**config.mk**
```make
export PLATFORM = sky130hd
export DESIGN_NAME = fifo_umbral_flat
export DESIGN_NICKNAME = d
export VERILOG_FILES = /design/src/rtl/fifo_umbral_pkg.sv /design/src/rtl/fifo_umbral_if.sv /design/src/rtl/ram_fifo.sv /design/src/rtl/fifo_umbral.sv /design/src/flat_wrapper.sv
export SDC_FILE = /design/constraint.sdc
export NUM_CORES = 1
export LEC_CHECK = 0
export CAP_MARGIN = 20
export CELL_PAD_IN_SITES_DETAIL_PLACEMENT = 0
export CELL_PAD_IN_SITES_GLOBAL_PLACEMENT = 1
export CORE_MARGIN = 2
export CORE_UTILIZATION = 35
export CTS_CLUSTER_DIAMETER = 30
export DETAILED_ROUTE_END_ITERATION = 12
export MAX_ROUTING_LAYER = met4
export PLACE_DENSITY_LB_ADDON = 0.1
export SETUP_SLACK_MARGIN = 0.05
export SYNTH_ARGS = -nofsm -noshare
export SYNTH_HDL_FRONTEND = slang
export SYNTH_SLANG_ARGS = --single-unit
```
**constraint.sdc**
```tcl
create_clock -name clk -period 6.5 [get_ports clk]
set_input_delay 0.975 -clock clk [delete_from_list [all_inputs] [get_ports clk]]
set_output_delay 0.975 -clock clk [all_outputs]
set_load 0.01 [all_outputs]
```
**src/rtl/fifo_umbral_pkg.sv**
```systemverilog
// Shared FIFO constants and types, reused by the D, VC and main FIFOs.
package fifo_umbral_pkg;

    localparam int FIFO_DATA_WIDTH = 6;
    localparam int FIFO_ADDR_WIDTH = 2;
    localparam int FIFO_UMB_WIDTH  = 4;

    // Status flags derived from the occupancy count.
    typedef struct packed {
        logic empty;
        logic full;
        logic almost_full;
        logic almost_empty;
    } fifo_flags_t;

    // Width large enough to hold both a threshold and the occupancy count.
    function automatic int max_width(input int a, input int b);
        return (a > b) ? a : b;
    endfunction

endpackage

```
**src/rtl/fifo_umbral_if.sv**
```systemverilog
// Push/pop data bus between a FIFO producer/consumer and the FIFO itself.
interface fifo_umbral_if
    import fifo_umbral_pkg::*;
#(
    parameter int DATA_WIDTH = FIFO_DATA_WIDTH
) ();

    logic                  push;
    logic                  pop;
    logic [DATA_WIDTH-1:0] data_in;
    logic [DATA_WIDTH-1:0] data_out;
    logic                  valid_out;

    modport master (
        output push,
        output pop,
        output data_in,
        input  data_out,
        input  valid_out
    );

    modport slave (
        input  push,
        input  pop,
        input  data_in,
        output data_out,
        output valid_out
    );

endinterface

```
**src/rtl/ram_fifo.sv**
```systemverilog
// Dual-port FIFO storage: synchronous write port, registered read port.
module ram_fifo
    import fifo_umbral_pkg::*;
#(
    parameter int DATA_WIDTH = FIFO_DATA_WIDTH,
    parameter int ADDR_WIDTH = FIFO_ADDR_WIDTH
) (
    input  logic                  clk,
    input  logic                  reset_L,
    input  logic                  wr_en,
    input  logic [ADDR_WIDTH-1:0] wr_addr,
    input  logic [DATA_WIDTH-1:0] wr_data,
    input  logic                  rd_en,
    input  logic [ADDR_WIDTH-1:0] rd_addr,
    output logic [DATA_WIDTH-1:0] rd_data
);

    logic [DATA_WIDTH-1:0] mem [0:(2**ADDR_WIDTH)-1];

    // Array write; contents are left uninitialised since the pointers define what is valid.
    always_ff @(posedge clk) begin
        if (wr_en) begin
            mem[wr_addr] <= wr_data;
        end
    end

    // Read register: loads on a read and otherwise holds the last word read.
    always_ff @(posedge clk or negedge reset_L) begin
        if (!reset_L) begin
            rd_data <= '0;
        end else if (rd_en) begin
            rd_data <= mem[rd_addr];
        end
    end

endmodule

```
**src/rtl/fifo_umbral.sv**
```systemverilog
// Threshold FIFO: pointer, count and flag logic around a ram_fifo storage block.
module fifo_umbral
    import fifo_umbral_pkg::*;
#(
    parameter int DATA_WIDTH = FIFO_DATA_WIDTH,
    parameter int ADDR_WIDTH = FIFO_ADDR_WIDTH,
    parameter int UMB_WIDTH  = FIFO_UMB_WIDTH
) (
    input  logic                 clk,
    input  logic                 reset_L,
    fifo_umbral_if.slave         bus,
    input  logic [UMB_WIDTH-1:0] umbral_high,
    input  logic [UMB_WIDTH-1:0] umbral_low,
    output logic                 fifo_empty,
    output logic                 fifo_full,
    output logic                 almost_full,
    output logic                 almost_empty,
    output logic                 fifo_error
);

    localparam int DEPTH     = 2 ** ADDR_WIDTH;
    localparam int CMP_WIDTH = max_width(UMB_WIDTH, ADDR_WIDTH + 1);

    logic [ADDR_WIDTH-1:0] wr_ptr;
    logic [ADDR_WIDTH-1:0] rd_ptr;
    logic [ADDR_WIDTH:0]   count;
    logic                  push_ok;
    logic                  pop_ok;
    logic                  push_drop;
    logic                  pop_drop;
    logic [CMP_WIDTH-1:0]  count_ext;
    logic [CMP_WIDTH-1:0]  high_ext;
    logic [CMP_WIDTH-1:0]  low_ext;
    fifo_flags_t           flags;

    // Flags come straight from the registered count so threshold changes show up immediately.
    always_comb begin
        count_ext          = CMP_WIDTH'(count);
        high_ext           = CMP_WIDTH'(umbral_high);
        low_ext            = CMP_WIDTH'(umbral_low);
        flags.empty        = (count == '0);
        flags.full         = (count == (ADDR_WIDTH + 1)'(DEPTH));
        flags.almost_full  = (count_ext >= high_ext);
        flags.almost_empty = (count_ext <= low_ext);
    end

    // Accept/drop decisions; a pop frees a slot so a full FIFO can still take a push alongside it.
    always_comb begin
        pop_ok    = bus.pop && !flags.empty;
        push_ok   = bus.push && (!flags.full || pop_ok);
        push_drop = bus.push && !push_ok;
        pop_drop  = bus.pop && !pop_ok;
    end

    // Pointers wrap naturally at the depth; count tracks the net change.
    always_ff @(posedge clk or negedge reset_L) begin
        if (!reset_L) begin
            wr_ptr <= '0;
            rd_ptr <= '0;
            count  <= '0;
        end else begin
            if (push_ok) begin
                wr_ptr <= wr_ptr + ADDR_WIDTH'(1);
            end
            if (pop_ok) begin
                rd_ptr <= rd_ptr + ADDR_WIDTH'(1);
            end
            case ({push_ok, pop_ok})
                2'b10:   count <= count + (ADDR_WIDTH + 1)'(1);
                2'b01:   count <= count - (ADDR_WIDTH + 1)'(1);
                default: count <= count;
            endcase
        end
    end

    // valid_out marks the cycle after an accepted pop; the error flag is sticky until reset.
    always_ff @(posedge clk or negedge reset_L) begin
        if (!reset_L) begin
            bus.valid_out <= 1'b0;
            fifo_error    <= 1'b0;
        end else begin
            bus.valid_out <= pop_ok;
            if (push_drop || pop_drop) begin
                fifo_error <= 1'b1;
            end
        end
    end

    ram_fifo #(
        .DATA_WIDTH(DATA_WIDTH),
        .ADDR_WIDTH(ADDR_WIDTH)
    ) u_ram (
        .clk    (clk),
        .reset_L(reset_L),
        .wr_en  (push_ok),
        .wr_addr(wr_ptr),
        .wr_data(bus.data_in),
        .rd_en  (pop_ok),
        .rd_addr(rd_ptr),
        .rd_data(bus.data_out)
    );

    assign fifo_empty   = flags.empty;
    assign fifo_full    = flags.full;
    assign almost_full  = flags.almost_full;
    assign almost_empty = flags.almost_empty;

endmodule

```
**src/flat_wrapper.sv**
```systemverilog
// flat-port wrapper written by rule: the top's interface ports become plain ports
module fifo_umbral_flat import fifo_umbral_pkg::*;
#(
    parameter int DATA_WIDTH = FIFO_DATA_WIDTH,
    parameter int ADDR_WIDTH = FIFO_ADDR_WIDTH,
    parameter int UMB_WIDTH  = FIFO_UMB_WIDTH
)
  (clk, reset_L, umbral_high, umbral_low, fifo_empty, fifo_full, almost_full, almost_empty, fifo_error, bus_push, bus_pop, bus_data_in, bus_data_out, bus_valid_out);
  fifo_umbral_if #(.DATA_WIDTH(DATA_WIDTH)) bus_i ();
  input  logic clk;
  input  logic reset_L;
  input  logic [UMB_WIDTH-1:0] umbral_high;
  input  logic [UMB_WIDTH-1:0] umbral_low;
  output logic fifo_empty;
  output logic fifo_full;
  output logic almost_full;
  output logic almost_empty;
  output logic fifo_error;
  input wire logic [$bits(bus_i.push)-1:0] bus_push;
  input wire logic [$bits(bus_i.pop)-1:0] bus_pop;
  input wire logic [$bits(bus_i.data_in)-1:0] bus_data_in;
  output wire logic [$bits(bus_i.data_out)-1:0] bus_data_out;
  output wire logic [$bits(bus_i.valid_out)-1:0] bus_valid_out;
  assign bus_i.push = bus_push;
  assign bus_i.pop = bus_pop;
  assign bus_i.data_in = bus_data_in;
  assign bus_data_out = bus_i.data_out;
  assign bus_valid_out = bus_i.valid_out;
  fifo_umbral #(.DATA_WIDTH(DATA_WIDTH), .ADDR_WIDTH(ADDR_WIDTH), .UMB_WIDTH(UMB_WIDTH)) u_core (.clk(clk), .reset_L(reset_L), .bus(bus_i), .umbral_high(umbral_high), .umbral_low(umbral_low), .fifo_empty(fifo_empty), .fifo_full(fifo_full), .almost_full(almost_full), .almost_empty(almost_empty), .fifo_error(fifo_error));
endmodule
```
==> Word-level counts from Yosys, hierarchy flattened <==
Memories as Yosys holds them, arrays and structs flattened. A register that Yosys moved wholly into a read port is not among the register bits.
Cells that the tools add are included.
{ "op_classes": {"n_eq_ne": 3, "addsub": 4, "n_reduce_logical": 13, "order_cmp": 2, "muxes": 3} }
{ "op_table": {"columns": ["operator", "n"], "rows": [
  ["one-hot mux 3 bit (2 select lines)", 1],
  ["logical NOT 1 bit", 5],
  ["adder 2 x 1 -> 2 bit (second input constant)", 2],
  ["greater-or-equal comparator 3 x 4 -> 1 bit", 1],
  ["less-or-equal comparator 3 x 4 -> 1 bit", 1],
  ["logical AND 1 bit", 4],
  ["adder 3 x 1 -> 3 bit (second input constant)", 1],
  ["== test 3 bit (second input constant)", 1],
  ["logical NOT 3 bit", 1],
  ["subtractor 3 x 1 -> 3 bit (second input constant)", 1],
  ["== test 2 x 1 -> 1 bit (second input constant)", 1],
  ["== test 2 bit (second input constant)", 1],
  ["logical OR 1 bit", 2],
  ["2-to-1 mux 1 bit", 2],
  ["nonzero test 2 bit", 1]
]} }
{ "totals": {"n_memories": 1, "ramBits": 24, "reg_bits": 9, "output_inout_bits": 12, "elab_cells": 31} }
{ "mem_list": {"columns": ["name", "depth", "width", "read_ports", "rd_ports_with_merged_regs", "write_ports", "line", "source"], "rows": [
  ["u_core.u_ram.mem", 4, 6, 1, 1, 1, "ram_fifo.sv:18", "logic [DATA_WIDTH-1:0] mem [0:(2**ADDR_WIDTH)-1];"]
]} }

==> Longest topological paths before layout <==
{ "logic_depth": {"depth_word": 8, "ltp_mapped": 10, "ltp_nobuf": 8} }

==> Cells and area by module <==
A second synthesis with hierarchy kept.
{ "hier_totals": {"hier_cells": 136, "area_unflattened_um2": 1865.5} }
{ "modules_own_cells": {"columns": ["module", "cells_each", "seq_area_each_um2", "instances", "area_each_um2"], "rows": [
  ["ram_fifo", 62, 870.8, 1, 1132.3],
  ["fifo_umbral", 74, 225.2, 1, 733.2]
]} }

==> Worst setup path before layout <==
OpenSTA, ideal clock, no wires.
{ "synth_timing": {"kind": "input port to output port", "startpoint": "in umbral_low[1]", "endpoint": "out almost_empty", "n_path_buf": 0, "stages": 5, "t_required_ps": 5525, "arrival_time_ps": 1834, "slack_ps": 3691, "path_cell_list": "inv_1 > ha_1 > nor2b_1 > o21a_1 > o21ai_0"} }
{ "synth_between": {"elab_chain_len": 1} }
{ "synth_lines": {"columns": ["element", "line", "source"], "rows": [
  ["from (decl)", "flat_wrapper.sv:13", "input logic [UMB_WIDTH-1:0] umbral_low;"],
  ["less-or-equal comparator 3 x 4 -> 1 bit", "fifo_umbral.sv:44", "flags.almost_empty = (count_ext <= low_ext);"],
  ["to (decl)", "flat_wrapper.sv:17", "output logic almost_empty;"]
]} }
No other way between the ends.

==> Final worst setup path <==
Ends and elaborated chain as after synthesis.

==> out/metrics.csv <==
metric,value,unit
timing.setup.tns,0,ns
grt_overflow,0,
worst-setup-path-type,in2out,
ctsRootBufferMaster,clkbuf_8,
core_area,5075,um2
syn-num-nets,153,
area_growth_syn_to_layout,25.49,%
ios,30,
grt_pass1_wl,5623,um
final_cell_mix,"clkdlybuf4s50_1 (29), edfxtp_1 (24), dfrtp_1 (15)",
netSwitchingFraction,29.43,%
tightest_slew,0.7461,ns
dieArea,5855,um2
start_util,36.27,%
cts_tree,yes,
n_antenna_cell,0,
worst_skew_pair.late_latency,0.28,ns
drive_above_1_share,14.19,%
relSlewSlack,50.10,%
synthMuxAreaShare,12.85,%
final_nets,183,
finalHoldViolCount,0,
num_vias,1062,
fp.dieH,76.52,um
pwr-share-comb,35.8,%
hold_buffers,0,
synth_xor_area_share,1.428,%
worst_ep_arrival_time,2.75,ns
cts_resized,0,
rows,26,
antenna_left,0,
rsz0062_at_grt,no,
syn_inst,124,
setup_viol,0,
htreeDepth,2,
port_buffers,29,
grt_max_degree,16,
syn_area_per_cell,14.84,um2
crit_required,5.52,ns
slew_viol_final,0,
yosysWarnings,0,
track_usage,13.04,%
wl_per_cell,14.99,um
cts_buffer_depth,2,
drt_iter0_markers,51,
drtPass1Iterations,4,
max_cap_viol_count,0,
synth_top_family_by_area,multiplexers,
post_cts_buffers,0,
grt_pass1_vias,1104,
die_w,76.52,um
period_share,57.37,%
ys_types,35,
synth.area.top_cells,"edfxtp_1 (39%), dfrtp_1 (20%), mux4_2 (7.3%), ha_1 (6.8%), mux2_4 (4.9%)",
hold_path_class,reg2reg,
drcViolationCount,0,
mostFrequentLayoutCell,clkdlybuf4s50_1,
power.density,429.2,nW/um2
p_seq_share,40.5,%
p_clk_share,23.6,%
routabilityCongestion,0.6881,
cts_num_sinks,39,
hpwl,2330,um
ys_seq_area_share,59.55,%
p_switching,0.2917,mW
power,0.9913,mW
vdd_drop_max,0.0002004,V
crit_fanout,2,
intPower,0.6995,mW
antenna_found_initial,0,
endpoint_kind,output pin,
routed_wl,3373,um
outcome,completed,
viasPerCell,4.720,
clock_skew,0.007377,ns
path_clk_slew,0.07,ns
p_leak,0.9015,nW
synth_fa_ha_area_share,7.886,%
yosys.area.top_type,edfxtp_1,
setup.worst_path.start_class,input pin,
synth-seq-cells,39,
max_freq,0.2682,GHz
synth_compound_area_share,7.478,%
yosysTopAreaCellShare,39.16,%
cts_buffers,5,
min_period,3.729,ns
yosys.area_share.simple,6.730,%
netlist_area,1841,um2
-- per-layer routing --
layer	global-route usage (%)	vias up	routed length, um
met5	-	-	0
met4	3.818	0	15
met3	3.910	2	133
met2	20.18	25	1658
met1	16.72	530	1566
li1	-	505	-
-- through the flow --
step / cells / instance area [um2] / setup slack (ns) / hold slack (ns) / utilization, %
6_report: 225 / 2310 / 2.771 / 0.4980 / 45.51
5_1_grt: 225 / 2310 / 2.681 / 0.5130 / 45.51
4_1_cts: 225 / 2310 / 2.758 / 0.5023 / 45.51
3_5_place_dp: 217 / 2177 / 2.770 / 0.4698 / 42.90
3_3_place_gp: 217 / 2177 / 2.816 / 0.4749 / 42.90
2_1_floorplan: 124 / 1841 / 3.691 / 0.5134 / -
-- worst paths after layout --
path	cells past startpoint	start	slack (ns)	end
setup / recovery	7	umbral_low[1]	2.77	almost_empty
hold / removal	1	u_core.fifo_error	0.50	u_core.fifo_error
setup reg to reg	8	u_core.count[1]	3.86	u_core.count[2]
hold reg to reg	1	u_core.fifo_error	0.50	u_core.fifo_error
max in group asynchronous	1	reset_L	4.90	u_core.u_ram.rd_data[4]
min in group asynchronous	1	reset_L	1.13	u_core.u_ram.rd_data[0]
-- final cells by class --
class	count	area (um2)
clock buffer	6	72.57
clock inverter	2	60.06
fill	479	2765
inverter	9	33.78
multi-input combinational	70	669.4
sequential	39	1096
tap	70	87.58
timing repair buffer	29	290.3
-- power groups by stage --
stage / Combinational (mW) / Clock, mW / Sequential [mW]
after floorplan: 0.260 / 0 / 0.385
after global placement: 0.350 / 0 / 0.407
after detailed placement: 0.360 / 0 / 0.410
after CTS: 0.362 / 0.241 / 0.405
after global routing: 0.397 / 0.250 / 0.416
final: 0.355 / 0.234 / 0.402
-- registers in the layout (all words and copies together) (netlist names) --
signal,cells
u_core.count,3
u_core.rd_ptr,2
u_core.u_ram.rd_data,6
u_core.u_ram.mem,24
u_core.wr_ptr,2
u_core.fifo_error,1
u_core.bus.valid_out,1
-- synthesized netlist by cell type --
| master | n |
|---|---|
| edfxtp_1 | 24 |
| dfrtp_1 | 15 |
| ha_1 | 10 |
| inv_1 | 9 |
| mux2_4 | 6 |
| mux4_2 | 6 |
| nand2_1 | 6 |
| nor2_1 | 5 |
| and2_1 | 4 |
| a21oi_1 | 3 |
| buf_2 | 3 |
| nor2b_1 | 3 |
| a31oi_1 | 2 |
| buf_6 | 2 |
| nand2b_1 | 2 |
| o21a_1 | 2 |
| o21ai_0 | 2 |
| o221ai_1 | 2 |
| xnor2_1 | 2 |
| a211o_1 | 1 |
| a21boi_0 | 1 |
| a21o_1 | 1 |
| a21o_2 | 1 |
| a221oi_1 | 1 |
| buf_1 | 1 |
| fa_1 | 1 |
| mux2_2 | 1 |
| nor3_1 | 1 |
| nor3b_1 | 1 |
| o21bai_1 | 1 |
| o22a_1 | 1 |
| o31a_2 | 1 |
| or2_1 | 1 |
| or2b_1 | 1 |
| xor2_1 | 1 |
-- worst max-delay path: stages --
cell and delay, ns:
clkdlybuf4s50_1 0.46, inv_1 0.05, ha_1 0.30, nor2b_1 0.13
o21a_1 0.16, o21ai_0 0.13, clkdlybuf4s50_1 0.55
-- cells by family after synthesis --
| logic type | count (synthesis) |
|---|---|
| AO/OA/AOI/OAI | 19 |
| XOR/XNOR | 3 |
| adder cells (fa/ha/maj) | 11 |
| buffers and inverters | 15 |
| flip-flops | 39 |
| multiplexers | 13 |
| AND/OR/NAND/NOR | 24 |
Power figures use the tool's default switching activity.
